--- src/rtl/vga_timing_pkg.sv ---
// Shared constants and helpers for the VGA raster timing generator.
// Defaults describe 640x480 @ 60 Hz; the derived values match those defaults.
package vga_timing_pkg;

  localparam int CNT_W = 10;

  localparam int DEF_H_DISPLAY = 640;
  localparam int DEF_H_FRONT   = 16;
  localparam int DEF_H_SYNC    = 96;
  localparam int DEF_H_BACK    = 48;
  localparam int DEF_V_DISPLAY = 480;
  localparam int DEF_V_FRONT   = 10;
  localparam int DEF_V_SYNC    = 2;
  localparam int DEF_V_BACK    = 33;

  localparam int H_TOTAL  = DEF_H_DISPLAY + DEF_H_FRONT + DEF_H_SYNC + DEF_H_BACK;
  localparam int V_TOTAL  = DEF_V_DISPLAY + DEF_V_FRONT + DEF_V_SYNC + DEF_V_BACK;
  localparam int HS_START = DEF_H_DISPLAY + DEF_H_FRONT;
  localparam int HS_END   = HS_START + DEF_H_SYNC;
  localparam int VS_START = DEF_V_DISPLAY + DEF_V_FRONT;
  localparam int VS_END   = VS_START + DEF_V_SYNC;

  // Half-open window test [lo, hi), unsigned.
  function automatic logic in_window(input logic [CNT_W-1:0] x,
                                     input logic [CNT_W-1:0] lo,
                                     input logic [CNT_W-1:0] hi);
    return (x >= lo) && (x < hi);
  endfunction

endpackage

--- src/rtl/vga_timing_if.sv ---
// Raster timing bundle from the timing generator to its consumers.
// Consumers sample h_cnt/v_cnt/valid only in cycles where pclk_en is high.
interface vga_timing_if;
  import vga_timing_pkg::*;

  logic             pclk_en;
  logic [CNT_W-1:0] h_cnt;
  logic [CNT_W-1:0] v_cnt;
  logic             hsync;
  logic             vsync;
  logic             valid;
  logic             line_start;
  logic             frame_start;

  modport master (
    output pclk_en, h_cnt, v_cnt, hsync, vsync, valid, line_start, frame_start
  );

  modport slave (
    input pclk_en, h_cnt, v_cnt, hsync, vsync, valid, line_start, frame_start
  );
endinterface

--- src/rtl/vga_timing_gen_pclk_divider.sv ---
// Pixel-rate strobe: one clk high out of every CLK_DIV system clocks.
// The strobe is registered so it is high exactly while div reads CLK_DIV-1.
module pclk_divider #(
  parameter int CLK_DIV = 4
) (
  input  logic clk,
  input  logic rst,
  output logic pclk_en
);

  localparam int DW = (CLK_DIV > 2) ? $clog2(CLK_DIV) : 1;
  localparam logic [DW-1:0] LAST = DW'(CLK_DIV - 1);

  logic [DW-1:0] div;
  logic [DW-1:0] div_next;

  always_comb begin
    div_next = (div == LAST) ? '0 : div + DW'(1);
  end

  always_ff @(posedge clk) begin
    if (rst) begin
      div     <= '0;
      pclk_en <= 1'b0;
    end else begin
      div     <= div_next;
      pclk_en <= (div_next == LAST);
    end
  end

endmodule

--- src/rtl/vga_timing_gen.sv ---
// VGA raster timing: pixel strobe, h/v counters, syncs, active-video and start pulses.
// Every output is registered from next-state values so all of them line up with h_cnt/v_cnt.
module vga_timing_gen
  import vga_timing_pkg::*;
#(
  parameter int CLK_DIV   = 4,
  parameter int H_DISPLAY = DEF_H_DISPLAY,
  parameter int H_FRONT   = DEF_H_FRONT,
  parameter int H_SYNC    = DEF_H_SYNC,
  parameter int H_BACK    = DEF_H_BACK,
  parameter int V_DISPLAY = DEF_V_DISPLAY,
  parameter int V_FRONT   = DEF_V_FRONT,
  parameter int V_SYNC    = DEF_V_SYNC,
  parameter int V_BACK    = DEF_V_BACK,
  parameter int SYNC_POL  = 0
) (
  input  logic clk,
  input  logic rst,
  vga_timing_if.master vif
);

  localparam int HT = H_DISPLAY + H_FRONT + H_SYNC + H_BACK;
  localparam int VT = V_DISPLAY + V_FRONT + V_SYNC + V_BACK;

  localparam logic [CNT_W-1:0] H_LAST = CNT_W'(HT - 1);
  localparam logic [CNT_W-1:0] V_LAST = CNT_W'(VT - 1);
  localparam logic [CNT_W-1:0] H_VIS  = CNT_W'(H_DISPLAY);
  localparam logic [CNT_W-1:0] V_VIS  = CNT_W'(V_DISPLAY);
  localparam logic [CNT_W-1:0] HS_LO  = CNT_W'(H_DISPLAY + H_FRONT);
  localparam logic [CNT_W-1:0] HS_HI  = CNT_W'(H_DISPLAY + H_FRONT + H_SYNC);
  localparam logic [CNT_W-1:0] VS_LO  = CNT_W'(V_DISPLAY + V_FRONT);
  localparam logic [CNT_W-1:0] VS_HI  = CNT_W'(V_DISPLAY + V_FRONT + V_SYNC);
  localparam logic             ACT    = 1'(SYNC_POL);

  logic             pclk_en;
  logic [CNT_W-1:0] h_cnt, v_cnt;
  logic [CNT_W-1:0] h_next, v_next;
  logic             h_wrap, v_wrap;
  logic             hsync, vsync, valid, line_start, frame_start;

  pclk_divider #(.CLK_DIV(CLK_DIV)) u_pclk_divider (
    .clk     (clk),
    .rst     (rst),
    .pclk_en (pclk_en)
  );

  always_comb begin
    h_wrap = pclk_en && (h_cnt == H_LAST);
    v_wrap = h_wrap && (v_cnt == V_LAST);
    h_next = h_cnt;
    v_next = v_cnt;
    if (pclk_en) begin
      h_next = h_wrap ? '0 : h_cnt + CNT_W'(1);
      if (h_wrap) begin
        v_next = v_wrap ? '0 : v_cnt + CNT_W'(1);
      end
    end
  end

  // Decoding from h_next/v_next keeps syncs and valid aligned with the counters.
  always_ff @(posedge clk) begin
    if (rst) begin
      h_cnt       <= '0;
      v_cnt       <= '0;
      hsync       <= ~ACT;
      vsync       <= ~ACT;
      valid       <= 1'b1;
      line_start  <= 1'b0;
      frame_start <= 1'b0;
    end else begin
      h_cnt       <= h_next;
      v_cnt       <= v_next;
      hsync       <= in_window(h_next, HS_LO, HS_HI) ? ACT : ~ACT;
      vsync       <= in_window(v_next, VS_LO, VS_HI) ? ACT : ~ACT;
      valid       <= (h_next < H_VIS) && (v_next < V_VIS);
      line_start  <= h_wrap;
      frame_start <= v_wrap;
    end
  end

  assign vif.pclk_en     = pclk_en;
  assign vif.h_cnt       = h_cnt;
  assign vif.v_cnt       = v_cnt;
  assign vif.hsync       = hsync;
  assign vif.vsync       = vsync;
  assign vif.valid       = valid;
  assign vif.line_start  = line_start;
  assign vif.frame_start = frame_start;

endmodule

--- src/flat_wrapper.sv ---
// flat-port wrapper written by rule: the top's interface ports become plain ports
module vga_timing_gen_flat import vga_timing_pkg::*;
#(
  parameter int CLK_DIV   = 4,
  parameter int H_DISPLAY = DEF_H_DISPLAY,
  parameter int H_FRONT   = DEF_H_FRONT,
  parameter int H_SYNC    = DEF_H_SYNC,
  parameter int H_BACK    = DEF_H_BACK,
  parameter int V_DISPLAY = DEF_V_DISPLAY,
  parameter int V_FRONT   = DEF_V_FRONT,
  parameter int V_SYNC    = DEF_V_SYNC,
  parameter int V_BACK    = DEF_V_BACK,
  parameter int SYNC_POL  = 0
)
  (clk, rst, vif_pclk_en, vif_h_cnt, vif_v_cnt, vif_hsync, vif_vsync, vif_valid, vif_line_start, vif_frame_start);
  vga_timing_if vif_i ();
  input  logic clk;
  input  logic rst;
  output wire logic [$bits(vif_i.pclk_en)-1:0] vif_pclk_en;
  output wire logic [$bits(vif_i.h_cnt)-1:0] vif_h_cnt;
  output wire logic [$bits(vif_i.v_cnt)-1:0] vif_v_cnt;
  output wire logic [$bits(vif_i.hsync)-1:0] vif_hsync;
  output wire logic [$bits(vif_i.vsync)-1:0] vif_vsync;
  output wire logic [$bits(vif_i.valid)-1:0] vif_valid;
  output wire logic [$bits(vif_i.line_start)-1:0] vif_line_start;
  output wire logic [$bits(vif_i.frame_start)-1:0] vif_frame_start;
  assign vif_pclk_en = vif_i.pclk_en;
  assign vif_h_cnt = vif_i.h_cnt;
  assign vif_v_cnt = vif_i.v_cnt;
  assign vif_hsync = vif_i.hsync;
  assign vif_vsync = vif_i.vsync;
  assign vif_valid = vif_i.valid;
  assign vif_line_start = vif_i.line_start;
  assign vif_frame_start = vif_i.frame_start;
  vga_timing_gen #(.CLK_DIV(CLK_DIV), .H_DISPLAY(H_DISPLAY), .H_FRONT(H_FRONT), .H_SYNC(H_SYNC), .H_BACK(H_BACK), .V_DISPLAY(V_DISPLAY), .V_FRONT(V_FRONT), .V_SYNC(V_SYNC), .V_BACK(V_BACK), .SYNC_POL(SYNC_POL)) u_core (.clk(clk), .rst(rst), .vif(vif_i));
endmodule
--- config.mk ---
export PLATFORM = sky130hd
export DESIGN_NAME = vga_timing_gen_flat
export DESIGN_NICKNAME = d
export VERILOG_FILES = /design/src/rtl/vga_timing_pkg.sv /design/src/rtl/vga_timing_if.sv /design/src/rtl/vga_timing_gen_pclk_divider.sv /design/src/rtl/vga_timing_gen.sv /design/src/flat_wrapper.sv
export SDC_FILE = /design/constraint.sdc
export NUM_CORES = 1
export LEC_CHECK = 0
export BUFFER_PORTS_ARGS = -buffer_cell sky130_fd_sc_hd__buf_2
export CELL_PAD_IN_SITES_DETAIL_PLACEMENT = 0
export CELL_PAD_IN_SITES_GLOBAL_PLACEMENT = 1
export CORE_ASPECT_RATIO = 1.4
export CORE_MARGIN = 1.5
export CORE_UTILIZATION = 40
export DETAILED_ROUTE_END_ITERATION = 10
export PLACE_DENSITY = 0.81
export SYNTH_ARGS = -nofsm -noshare
export SYNTH_HDL_FRONTEND = slang
export SYNTH_SLANG_ARGS = --single-unit
--- constraint.sdc ---
create_clock -name clk -period 3 [get_ports clk]
set_clock_uncertainty 0.1 [all_clocks]
set_input_delay 0 -clock clk [delete_from_list [all_inputs] [get_ports clk]]
set_output_delay 0 -clock clk [all_outputs]
set_load 0.01 [all_outputs]
# --- Word-level counts from Yosys, hierarchy flattened ---
# Cells that the tools add are included.
word_totals:
  ff_bits: 28
  in_bits: 2
  out_inout_bits: 26
  elab_cells: 35
op_classes:
  n_addsub: 3
  order_cmp: 6
  eq_ne: 4
  mux: 8
  reduce_logical: 5
ops:
  columns: ["operator", "n"]
  rows:
  - ["$mux W10", 5]
  - ["$add A10 B1 Y10 const B", 2]
  - ["$eq A10 B10 Y1 const B", 2]
  - ["$lt A10 B10 Y1 const B", 2]
  - ["$lt A10 B9 Y1 const B", 2]
  - ["$ge A10 B10 Y1 const B", 1]
  - ["$ge A10 B9 Y1 const B", 1]
  - ["$logic_and A1 B1 Y1", 5]
  - ["$eq A2 B2 Y1 const B", 2]
  - ["$add A2 B1 Y2 const B", 1]
  - ["$mux W1", 2]
  - ["$mux W2", 1]

# --- Longest topological paths before layout ---
depth:
  word_depth: 9
  ltp_mapped: 8
  depth_no_buf: 8

# --- By module ---
# From an unflattened synthesis, not the netlist that was laid out.
hier_totals:
  hier_cells: 168
  hier_area_um2: 1461.4
modules_own_cells:
  columns: ["mod", "instances", "cells_each", "area_each_um2"]
  rows:
  - ["vga_timing_gen", 1, 159, 1352.5]
  - ["pclk_divider", 1, 9, 108.9]

# --- Worst setup path after synthesis ---
# OpenSTA, ideal clock, no wires.
synth_path:
  kind: "register to register"
  startpoint: "register u_core.h_cnt[0] (netlist: u_core.vif.h_cnt[0])"
  endpoint: "register u_core.valid (netlist: u_core.vif.valid)"
  setup_ns: 0.115
  arrival_time_ns: 2.247
  required_ns: 2.785
  slack_ns: 0.538
  stages_incl_launch_ff: 9
  n_path_buf: 1
  synth_period_minus_slack_ns: 2.462
  cell_sequence: "dfxtp_1 -> ha_1 -> nand2_2 -> or4b_4 -> buf_2 -> nor4_1 -> a311oi_1 -> or3_1 -> a31o_1"
synth_via:
  elab_chain_len: 8
  elab_cells_between_ends: 12
  classes_between: "1 x add/sub; 2 x order compare; 1 x eq/ne; 5 x mux; 3 x reduce/logical"
synth_lines:
  columns: ["item", "line_no", "source"]
  rows:
  - ["start: declaration", "vga_timing_gen.sv:36", "logic [CNT_W-1:0] h_cnt, v_cnt;"]
  - ["start signal: assignment", "vga_timing_gen.sv:71", "h_cnt <= h_next;"]
  - ["parallel branches: the longest is 7 deep, another holds $add A10 B1 Y10", null, null]
  - ["$logic_and A1 B1 Y1 *", "vga_timing_gen.sv:75", "valid <= (h_next < H_VIS) && (v_next < V_VIS);"]
  - ["end signal: assignment", "vga_timing_gen.sv:75", null]
  - ["end: declaration", "vga_timing_gen.sv:39", "logic hsync, vsync, valid, line_start, frame_start;"]
# Mark *: on every way between the ends.
# A chain may end at the register's enable or synchronous reset.

# --- Final worst setup path ---
# Same ends and word-level chain as after synthesis.

==> impl_metrics.tcl <==
set metrics [dict create \
    setup_viol 0 \
    yosysTopAreaCell "dfxtp_1" \
    cts_hold_buffers 0 \
    drt-met1-wl_mm 1.38 \
    max_freq_ghz 0.376 \
    nNetsFinal 195 \
    die_w_um 52.9 \
    antenna_found_initial 0 \
    postSynthAreaPerCell_um2 8.71 \
    yosys_warnings 0 \
    yosysMostFrequentCell "dfxtp_1" \
    cts_made_buffers 3 \
    power_density_nw_per_um2 400 \
    antenna_cells 0 \
    whs_ps 9.54 \
    wl_per_cell_um 13.9 \
    pin_count 28 \
    post_cts_buffers 0 \
    r2r_end "u_core.vif.valid" \
    finalWirelength_mm 3.16 \
    drive_above_1_share_pct 22.5 \
    drt_iter0_markers 40 \
    synth.top_cell.area_share_pct 40.2 \
    hold_path_class "in -> reg" \
    clk_latency_ps 270 \
    routabilityCongestion 0.782 \
    final_util_pct 48.4 \
    ir_worst_vdd_mv 0.303 \
    critPathLaunchType "flip-flop" \
    synthFlopType "dfxtp_1" \
    ff2ff_setup_slack_ps 340 \
    end_kind "flip-flop" \
    async_flop_share_pct 0 \
    grt.overflow.total 0 \
    min_from "rst" \
    cts_root_buffer "clkbuf_8" \
    synth_common_cells "dfxtp_1 (28), nor2_1 (21), nand2_1 (11), nor3_1 (9), xnor2_1 (8)" \
    drc 0 \
    fin_cells 227 \
    cts_tree "built" \
    min_to "u_core.u_pclk_divider.div[1]" \
    track_usage_pct 17.7 \
    leakage_uw 0.000661 \
    num_vias 1221 \
    postSynthCellCount 160 \
    outcome "complete, no violations" \
    cts.path.max_buffers 2 \
    routed.top_layer "met4" \
    fin_tns_setup_ps 0 \
    dp_hpwl_mm 2.38 \
    cts_resized 0 \
    route.met2.wl_mm 1.61 \
    hold_viol 0 \
    timing.final.crit_share_pct 88.5 \
    die_area_um2 3850 \
    grt_pass1_vias 1190 \
    grt_setup_unrepaired "false" \
    cts_sinks 28 \
    maxCapViolations 0 \
    dieHeight_um 72.8 \
    seq_area_frac_synth_pct 40.2 \
    reg2reg_depth 7 \
    drv_slew 0 \
    grt_pass1_wl_mm 5.19 \
    timing.rr.start "u_core.vif.h_cnt[0]" \
    required_ps 3070 \
    syn-cell-area_um2 1390 \
    hold_depth 2 \
    initial_core_util_pct 41.6 \
    synth-edff-count 0 \
    ant_nets 0 \
    syn_to_final_growth_pct 16.3 \
    htreeDepth 1 \
    crit_arrival_ps 2730 \
    port_buffers 27 \
    firstDrtPassIters 4 \
    rows 25 \
    syn-num-nets 167 \
    place_inst 223 \
    power.total_uw 649 \
    critical_path_class "reg -> reg" \
    slew_headroom_pct 56.8 \
    ys_ff_latch 28 \
    path_max_fanout 13 \
    netlist_top_cells_area "dfxtp_1 (40%), nor2_1 (5.7%), xnor2_1 (5.0%)" \
    cts.clk_slew.worst_paths_ps 100 \
    wl_met3_um 116 \
    finalCriticalPeriod_ps 2660 \
    synth_cell_type_count 44 \
    worst_pin_slew_ps 639 \
    viasPerCell 5.38 \
    grt_max_degree 23 \
    core_um2 3350 \
]
-- placed cells by master, fill, tap and decap left out, drive strengths merged --
| cell | count |
|---|---|
| or4b | 3 |
| o21bai | 1 |
| xnor2 | 8 |
| nand4b | 1 |
| nor2 | 21 |
| or3 | 2 |
| nor4b | 3 |
| nor3 | 10 |
| o32ai | 1 |
| a31o | 1 |
| a21oi | 7 |
| o2111ai | 1 |
| o31a | 1 |
| clkbuf | 4 |
| or2 | 1 |
| nor2b | 3 |
| nand3 | 7 |
| and3 | 4 |
| nand4 | 3 |
| nand2 | 12 |
| a21o | 1 |
| buf | 29 |
| nand3b | 1 |
| a311oi | 1 |
| a21boi | 1 |
| ha | 5 |
| mux2i | 2 |
| inv | 5 |
| o21ai | 6 |
| a31oi | 1 |
| dfxtp | 28 |
| a211oi | 1 |
| o21a | 1 |
| and2 | 1 |
| nor4 | 4 |
| xor2 | 5 |
| nand2b | 1 |
-- layout make-up --
class                      instances  area [um^2]
clock buffer                       4         55.1
fill                             327         1730
inverter                           5         18.8
multi-input combinational        121          787
sequential                        28          561
tap                               40         50.0
timing repair buffer              29          150
-- worst max-delay path: stages, from the launching register on --
cell and delay [ps]:
dfxtp_1 420, ha_1 210, nand2_2 100, or4b_4 660, nor4_2 350, xnor2_1 120
or3_1 400, a31o_1 190
-- report_power, final --
part | total (uW) | leakage [uW] | internal (uW) | switching [uW]
combinational | 29.3 | 0.000406 | 11.5 | 17.8
clock | 235 | 0.0000288 | 117 | 118
sequential | 385 | 0.000226 | 378 | 6.43
-- metrics by stage --
| stage | area, um^2 | setup slack (ps) |
|---|---|---|
| finish | 1620 | 344 |
| global route | 1620 | 247 |
| CTS | 1620 | 329 |
| detailed placement | 1570 | 350 |
| global placement | 1570 | 437 |
| floorplan | 1390 | 538 |
-- layer usage --
layer / up-vias / track usage [%]
li1: 618 / -
met1: 571 / 21.3
met2: 28 / 31.0
met3: 4 / 2.05
met4: 0 / 7.69
met5: - / 0
-- cells by family after synthesis --
group	Yosys count	share of synthesized area, %
AO/OA/AOI/OAI	24	11.0
XOR/XNOR	13	8.17
adder cells (fa/ha/maj)	5	4.49
buffers and inverters	11	3.32
flip-flops	28	40.2
multiplexers	2	1.44
AND/OR/NAND/NOR	77	31.4
-- how the worst max path moves through the flow --
| stage | slack [ps] | cells after the start | to | from |
|---|---|---|---|---|
| 2_1_floorplan | 540 | 8 | u_core.vif.valid | u_core.vif.h_cnt[0] |
| 3_3_place_gp | 440 | 7 | u_core.vif.valid | u_core.vif.h_cnt[0] |
| 3_5_place_dp | 350 | 7 | u_core.vif.valid | u_core.vif.h_cnt[0] |
| 4_1_cts | 330 | 7 | u_core.vif.valid | u_core.vif.h_cnt[0] |
| 5_1_grt | 250 | 7 | u_core.vif.vsync | u_core.vif.h_cnt[0] |
| 6_report | 340 | 7 | u_core.vif.valid | u_core.vif.h_cnt[0] |
-- state kept, by name (all words and copies together), names as in the netlist --
| name | flops |
|---|---|
| u_core.vif.frame_start | 1 |
| u_core.vif.line_start | 1 |
| u_core.vif.vsync | 1 |
| u_core.vif.hsync | 1 |
| u_core.vif.v_cnt | 10 |
| u_core.vif.h_cnt | 10 |
| u_core.u_pclk_divider.div | 2 |
| u_core.vif.valid | 1 |
| u_core.u_pclk_divider.pclk_en | 1 |
(Power assumes the default switching activity.)
